==> src/rtl/mmio_gpio_timer.sv <==
// mmio_gpio_timer: memory-mapped LED register, debounced switch inputs with edge status,
// and a 32-bit compare/auto-reload timer with a level interrupt.
module mmio_gpio_timer #(
   parameter int          LED_WIDTH       = 4,
   parameter int          SW_WIDTH        = 4,
   parameter logic [31:0] BASE_ADDR       = 32'hFFFF_FF00,
   parameter int          SYNC_STAGES     = 2,
   parameter int          DEBOUNCE_CYCLES = 16
) (
   input  logic                 clk,
   input  logic                 n_reset,
   input  logic                 memwrite,
   input  logic [31:0]          addr,
   input  logic [31:0]          wd,
   output logic [31:0]          rd,
   output logic                 sel,
   output logic [LED_WIDTH-1:0] led,
   input  logic [SW_WIDTH-1:0]  sw,
   output logic                 irq
);
   localparam int CW = DEBOUNCE_CYCLES > 1 ? $clog2(DEBOUNCE_CYCLES) : 1;
   logic [SW_WIDTH-1:0] sy [SYNC_STAGES];
   logic [SW_WIDTH-1:0] stable, edges, flip;
   logic [31:0]         timer, cmp;
   logic [3:0]          ctrl;
   logic                match_f, match, wr;
   logic [2:0]          off;
   logic                unused_bits;
   assign sel         = addr[31:5] == BASE_ADDR[31:5];
   assign off         = addr[4:2];
   assign wr          = memwrite & sel;
   assign match       = ctrl[0] && timer == cmp;
   assign irq         = (match_f & ctrl[2]) | (|edges & ctrl[3]);
   assign unused_bits = &{1'b0, addr[1:0], wd};
   always_ff @(posedge clk or negedge n_reset)
      if (!n_reset)
         for (int i = 0; i < SYNC_STAGES; i++) sy[i] <= '0;
      else begin
         sy[0] <= sw;
         for (int i = 1; i < SYNC_STAGES; i++) sy[i] <= sy[i-1];
      end
   // flip marks a channel whose new level has persisted long enough to be accepted this edge
   for (genvar g = 0; g < SW_WIDTH; g++) begin : gen_db
      logic [CW-1:0] cnt;
      logic          diff;
      assign diff    = sy[SYNC_STAGES-1][g] != stable[g];
      assign flip[g] = diff && cnt == CW'(DEBOUNCE_CYCLES - 1);
      always_ff @(posedge clk or negedge n_reset)
         if (!n_reset) cnt <= '0;
         else cnt <= (!diff || flip[g]) ? '0 : cnt + 1'b1;
   end
   always_ff @(posedge clk or negedge n_reset)
      if (!n_reset) begin
         led     <= '0;
         stable  <= '0;
         edges   <= '0;
         timer   <= '0;
         cmp     <= '0;
         ctrl    <= '0;
         match_f <= 1'b0;
      end else begin
         if (wr && off == 3'd0) led <= wd[LED_WIDTH-1:0];
         if (wr && off == 3'd4) cmp <= wd;
         if (wr && off == 3'd5) ctrl <= wd[3:0];
         stable  <= stable ^ flip;
         edges   <= (edges & ~((wr && off == 3'd2) ? wd[SW_WIDTH-1:0] : '0)) | (flip & ~stable);
         timer   <= (wr && off == 3'd3) ? wd : !ctrl[0] ? timer : (match && ctrl[1]) ? '0 : timer + 32'd1;
         match_f <= match | (match_f & ~(wr && off == 3'd5 && wd[8]));
      end
   always_comb begin
      rd = '0;
      if (sel)
         case (off)
            3'd0:    rd = 32'(led);
            3'd1:    rd = 32'(stable);
            3'd2:    rd = 32'(edges);
            3'd3:    rd = timer;
            3'd4:    rd = cmp;
            3'd5:    rd = {23'd0, match_f, 4'd0, ctrl};
            default: rd = '0;
         endcase
   end
endmodule
==> config.mk <==
export PLATFORM = sky130hd
export DESIGN_NAME = mmio_gpio_timer
export DESIGN_NICKNAME = d
export VERILOG_FILES = /design/src/rtl/mmio_gpio_timer.sv
export SDC_FILE = /design/constraint.sdc
export NUM_CORES = 1
export LEC_CHECK = 0
export BUFFER_PORTS_ARGS = -buffer_cell sky130_fd_sc_hd__buf_2
export CAP_MARGIN = 20
export CORE_AREA = 5 5 166 168
export CTS_CLUSTER_SIZE = 20
export DETAILED_ROUTE_END_ITERATION = 8
export DIE_AREA = 0 0 171 173
export GPL_ROUTABILITY_DRIVEN = 0
export PLACE_DENSITY = 0.41
export SLEW_MARGIN = 20
export SYNTH_ARGS = -nofsm -noshare
export SYNTH_HDL_FRONTEND = slang
export SYNTH_SLANG_ARGS = --single-unit
==> constraint.sdc <==
create_clock -name clk -period 5.15 [get_ports clk]
set_input_delay 0.7725 -clock clk [delete_from_list [all_inputs] [get_ports clk]]
set_output_delay 0.7725 -clock clk [all_outputs]
set_load 0.03 [all_outputs]
==> impl_results.rst <==
.. list-table::
   :header-rows: 1

   * - Metric
     - Value
   * - Final Power
     - 1.63 mW
   * - Part of the power in combinational logic
     - 0.059
   * - Clock insertion delay at the later pin of the skew report
     - 0.35 ns
   * - Clock sink total
     - 105
   * - Primary flip-flop cell chosen by synthesis mapping
     - sky130_fd_sc_hd__dfrtp_1
   * - Vias in the first global route
     - 5690
   * - Net count after synthesis
     - 788
   * - Global router's overall resource usage
     - 0.141
   * - Share of layout cells above drive strength 1
     - 0.233
   * - Cell-by-cell trace of the critical path
     - buf_2 -> nand4bb_1 -> nor4_4 -> nand2_1 -> inv_1 -> o21ai_2 -> buf_4 -> nor2_1 -> buf_2
   * - I/O Buffers
     - 106
   * - Non-Filler Cell Area, Final
     - 0.00747 mm^2
   * - Share of total power in sequential cells
     - 0.518
   * - Relative area change from synthesis to final layout
     - 17.9%
   * - Ant. Diodes
     - 0
   * - Number of nets in the finished design
     - 868
   * - Count of flip-flops with a built-in enable after synthesis
     - 0
   * - Worst hold-check path type
     - reg -> reg
   * - Setup repair after global routing missed its margin
     - no
   * - Crit path capture type
     - primary output
   * - X dimension of the die
     - 171 um
   * - Effective utilization at floorplan
     - 0.246
   * - Distinct cell type count of the synthesized netlist
     - 55
   * - Clock Pin Slew Worst Setup and Hold Paths
     - 0.08 ns
   * - Achievable frequency
     - 0.295 GHz
   * - Cell-internal power
     - 1.21 mW
   * - Level count of the clock H-tree
     - 3
   * - #FFs+latches synth
     - 105
   * - Dpl cell area
     - 0.00718 mm^2
   * - Wire length of the first global-routing pass
     - 33.0 mm
   * - Die outline height
     - 173 um
   * - Most used cells in the layout excluding fill and tap cells
     - 105 x sky130_fd_sc_hd__dfrtp_1, 105 x sky130_fd_sc_hd__buf_2, 65 x sky130_fd_sc_hd__nor2_1, 54 x sky130_fd_sc_hd__nand2_1, 43 x sky130_fd_sc_hd__nand3_1
   * - Number of buffers added for setup after CTS
     - 0
   * - Count of warnings emitted by yosys
     - 0
   * - Slowest stage cell on the critical path
     - sky130_fd_sc_hd__nor4_4
   * - Number of DRC markers in iteration 0
     - 324
   * - Final hold viol count
     - 0
   * - Most used cell, CP
     - sky130_fd_sc_hd__buf_2
   * - Total die area
     - 0.0296 mm^2
   * - Total via count after detailed routing
     - 5554
   * - Remaining antenna violation count
     - 0
   * - Summed instance area of the synthesized netlist
     - 0.00633 mm^2
   * - Final setup vio count
     - 0
   * - Slew Viols, Final
     - 0
   * - Count of instances resized after the clock tree is built
     - 0
   * - CP max stage delay
     - 0.45 ns
   * - Synthesized area per cell
     - 8.89 um^2
   * - VDD IR-drop max
     - 0.165 mV
   * - Proportion of synthesized chip area in sequential cells
     - 0.415
   * - Pin count of the biggest net entering global routing
     - 64
   * - Transition time at the pin with the least slew margin
     - 0.883 ns
   * - Slew margin rel.
     - 0.412
   * - Min Tclk post-route
     - 3.39 ns
   * - Instance count of the mapped netlist
     - 712
   * - Required arrival time at the worst endpoint
     - 4.38 ns
   * - Ratio of final minimum period to clock period
     - 0.657
   * - Result of the run
     - finished clean
   * - Std-Cell Rows
     - 59
   * - Remaining DRCs
     - 0
   * - Fraction of registers with async set/reset
     - 1.00
   * - Final core utilization
     - 0.290
   * - Power share of the clock group
     - 0.423
   * - Static power due to leakage
     - 3.32 nW
   * - Clock tree from TritonCTS
     - done
   * - Endpoint arrival time on the critical path
     - 2.61 ns
   * - I/O pin total
     - 109
   * - Total power density per cell area
     - 218 mW/mm^2
   * - Maximum clock insertion buffer count
     - 2
   * - Setup Total Neg Slack
     - 0 ns
   * - Average vias per placed instance
     - 4.91
   * - Grt total ovfl
     - 0
   * - Routed len/inst
     - 18.3 um
   * - DRT Pass-1 Iters
     - 4
   * - Share of total power consumed by net switching
     - 0.256
   * - Core region area
     - 0.0258 mm^2
   * - Crit start category
     - input port
   * - CTS buffer count
     - 9
   * - Antenna violations before repair
     - 0
   * - P_sw
     - 417 uW
   * - Clock Skews
     - 0.0101 ns
   * - CTS root buf
     - sky130_fd_sc_hd__clkbuf_16
   * - Post-CTS Hold Buffers
     - 0
   * - Crit Path Class
     - in -> out
   * - Max-cap check violation count
     - 0
   * - Maximum fanout along the worst path
     - 28
   * - Total wirelength of the detailed-routed design
     - 20.8 mm
   * - Estimated wirelength of the detail-placed design
     - 14.5 mm
final cells by class:
class	count	area (um^2)
multi-input cells	528	3400
inverters	30	113
clock buffers	9	225
well taps	335	419
repair buffers	118	623
clock inverters	7	62.6
fillers	2804	18300
flip-flops and latches	105	2630
Yosys cell counts, drive strengths merged (6+ instances only):
library cell	number	share of area
nor4	23	0.026
nor3	18	0.015
a21oi	22	0.017
inv	29	0.017
xor2	6	0.0083
buf	16	0.013
xnor2	36	0.050
nor2	65	0.039
a22oi	32	0.039
o21ai	42	0.033
nand3	43	0.034
mux2	34	0.060
and3	37	0.037
clkbuf	33	0.020
nand2b	16	0.016
nand2	54	0.032
dfrtp	105	0.42
a31oi	8	0.0099
nand4	40	0.040
layer usage:
layer	GRT usage	routed length, um
met3	0.0240	784
met1	0.195	9810
met5	0	0
met2	0.235	9940
met4	0.0267	223
power groups by stage:
stage	logic, mW	clock network, mW	registers [mW]
global placement	0.0992	0	0.859
floorplan	0.0374	0	0.857
detailed placement	0.0992	0	0.859
finish	0.0964	0.688	0.842
global route	0.110	0.749	0.845
CTS	0.0995	0.718	0.843
through the flow:
step           cells  worst slack, ns  hold slack [ns]
2_1_floorplan    712             1.64            0.331
5_1_grt         1132             1.57            0.359
4_1_cts         1132             1.74            0.354
3_3_place_gp    1116             1.78            0.335
3_5_place_dp    1116             1.74            0.335
6_report        1132             1.76            0.353
sequential cells by signal (all words and copies together) (netlist names), named ones only:
signal and flops:
ctrl 4, led 4, sy 8, cmp 32
gen_db.cnt 16, edges 4, match_f 1, timer 32
worst max-delay path, delay by kind of cell:
| kind | cells | cell delay, ns |
|---|---|---|
| buf+inv | 4 | 0.70 |
| compound gates | 1 | 0.06 |
| simple gates | 4 | 1.06 |
logic make-up after synthesis:
kind of cell / Yosys count / share of synthesized area
AND/OR/NAND/NOR: 319 / 0.264
AO/OA/AOI/OAI: 123 / 0.127
flip-flops: 105 / 0.415
buffers and inverters: 79 / 0.0506
XOR/XNOR: 42 / 0.0581
multiplexers: 39 / 0.0743
adder cells (fa/ha/maj): 5 / 0.00988
path summary, 6_finish.rpt:
kind / start / slack (ns) / depth (start not counted) / end
max: addr[7] / 1.76 / 9 / rd[16]
min: sy[7] / 0.35 / 0 / sy[3]
max reg2reg: timer[3] / 2.40 / 7 / timer[28]
min reg2reg: sy[7] / 0.35 / 0 / sy[3]
max in group asynchronous: n_reset / 3.51 / 2 / gen_db[0].cnt[0]
min in group asynchronous: n_reset / 0.53 / 1 / cmp[10]
Power figures use the tool's default switching activity.
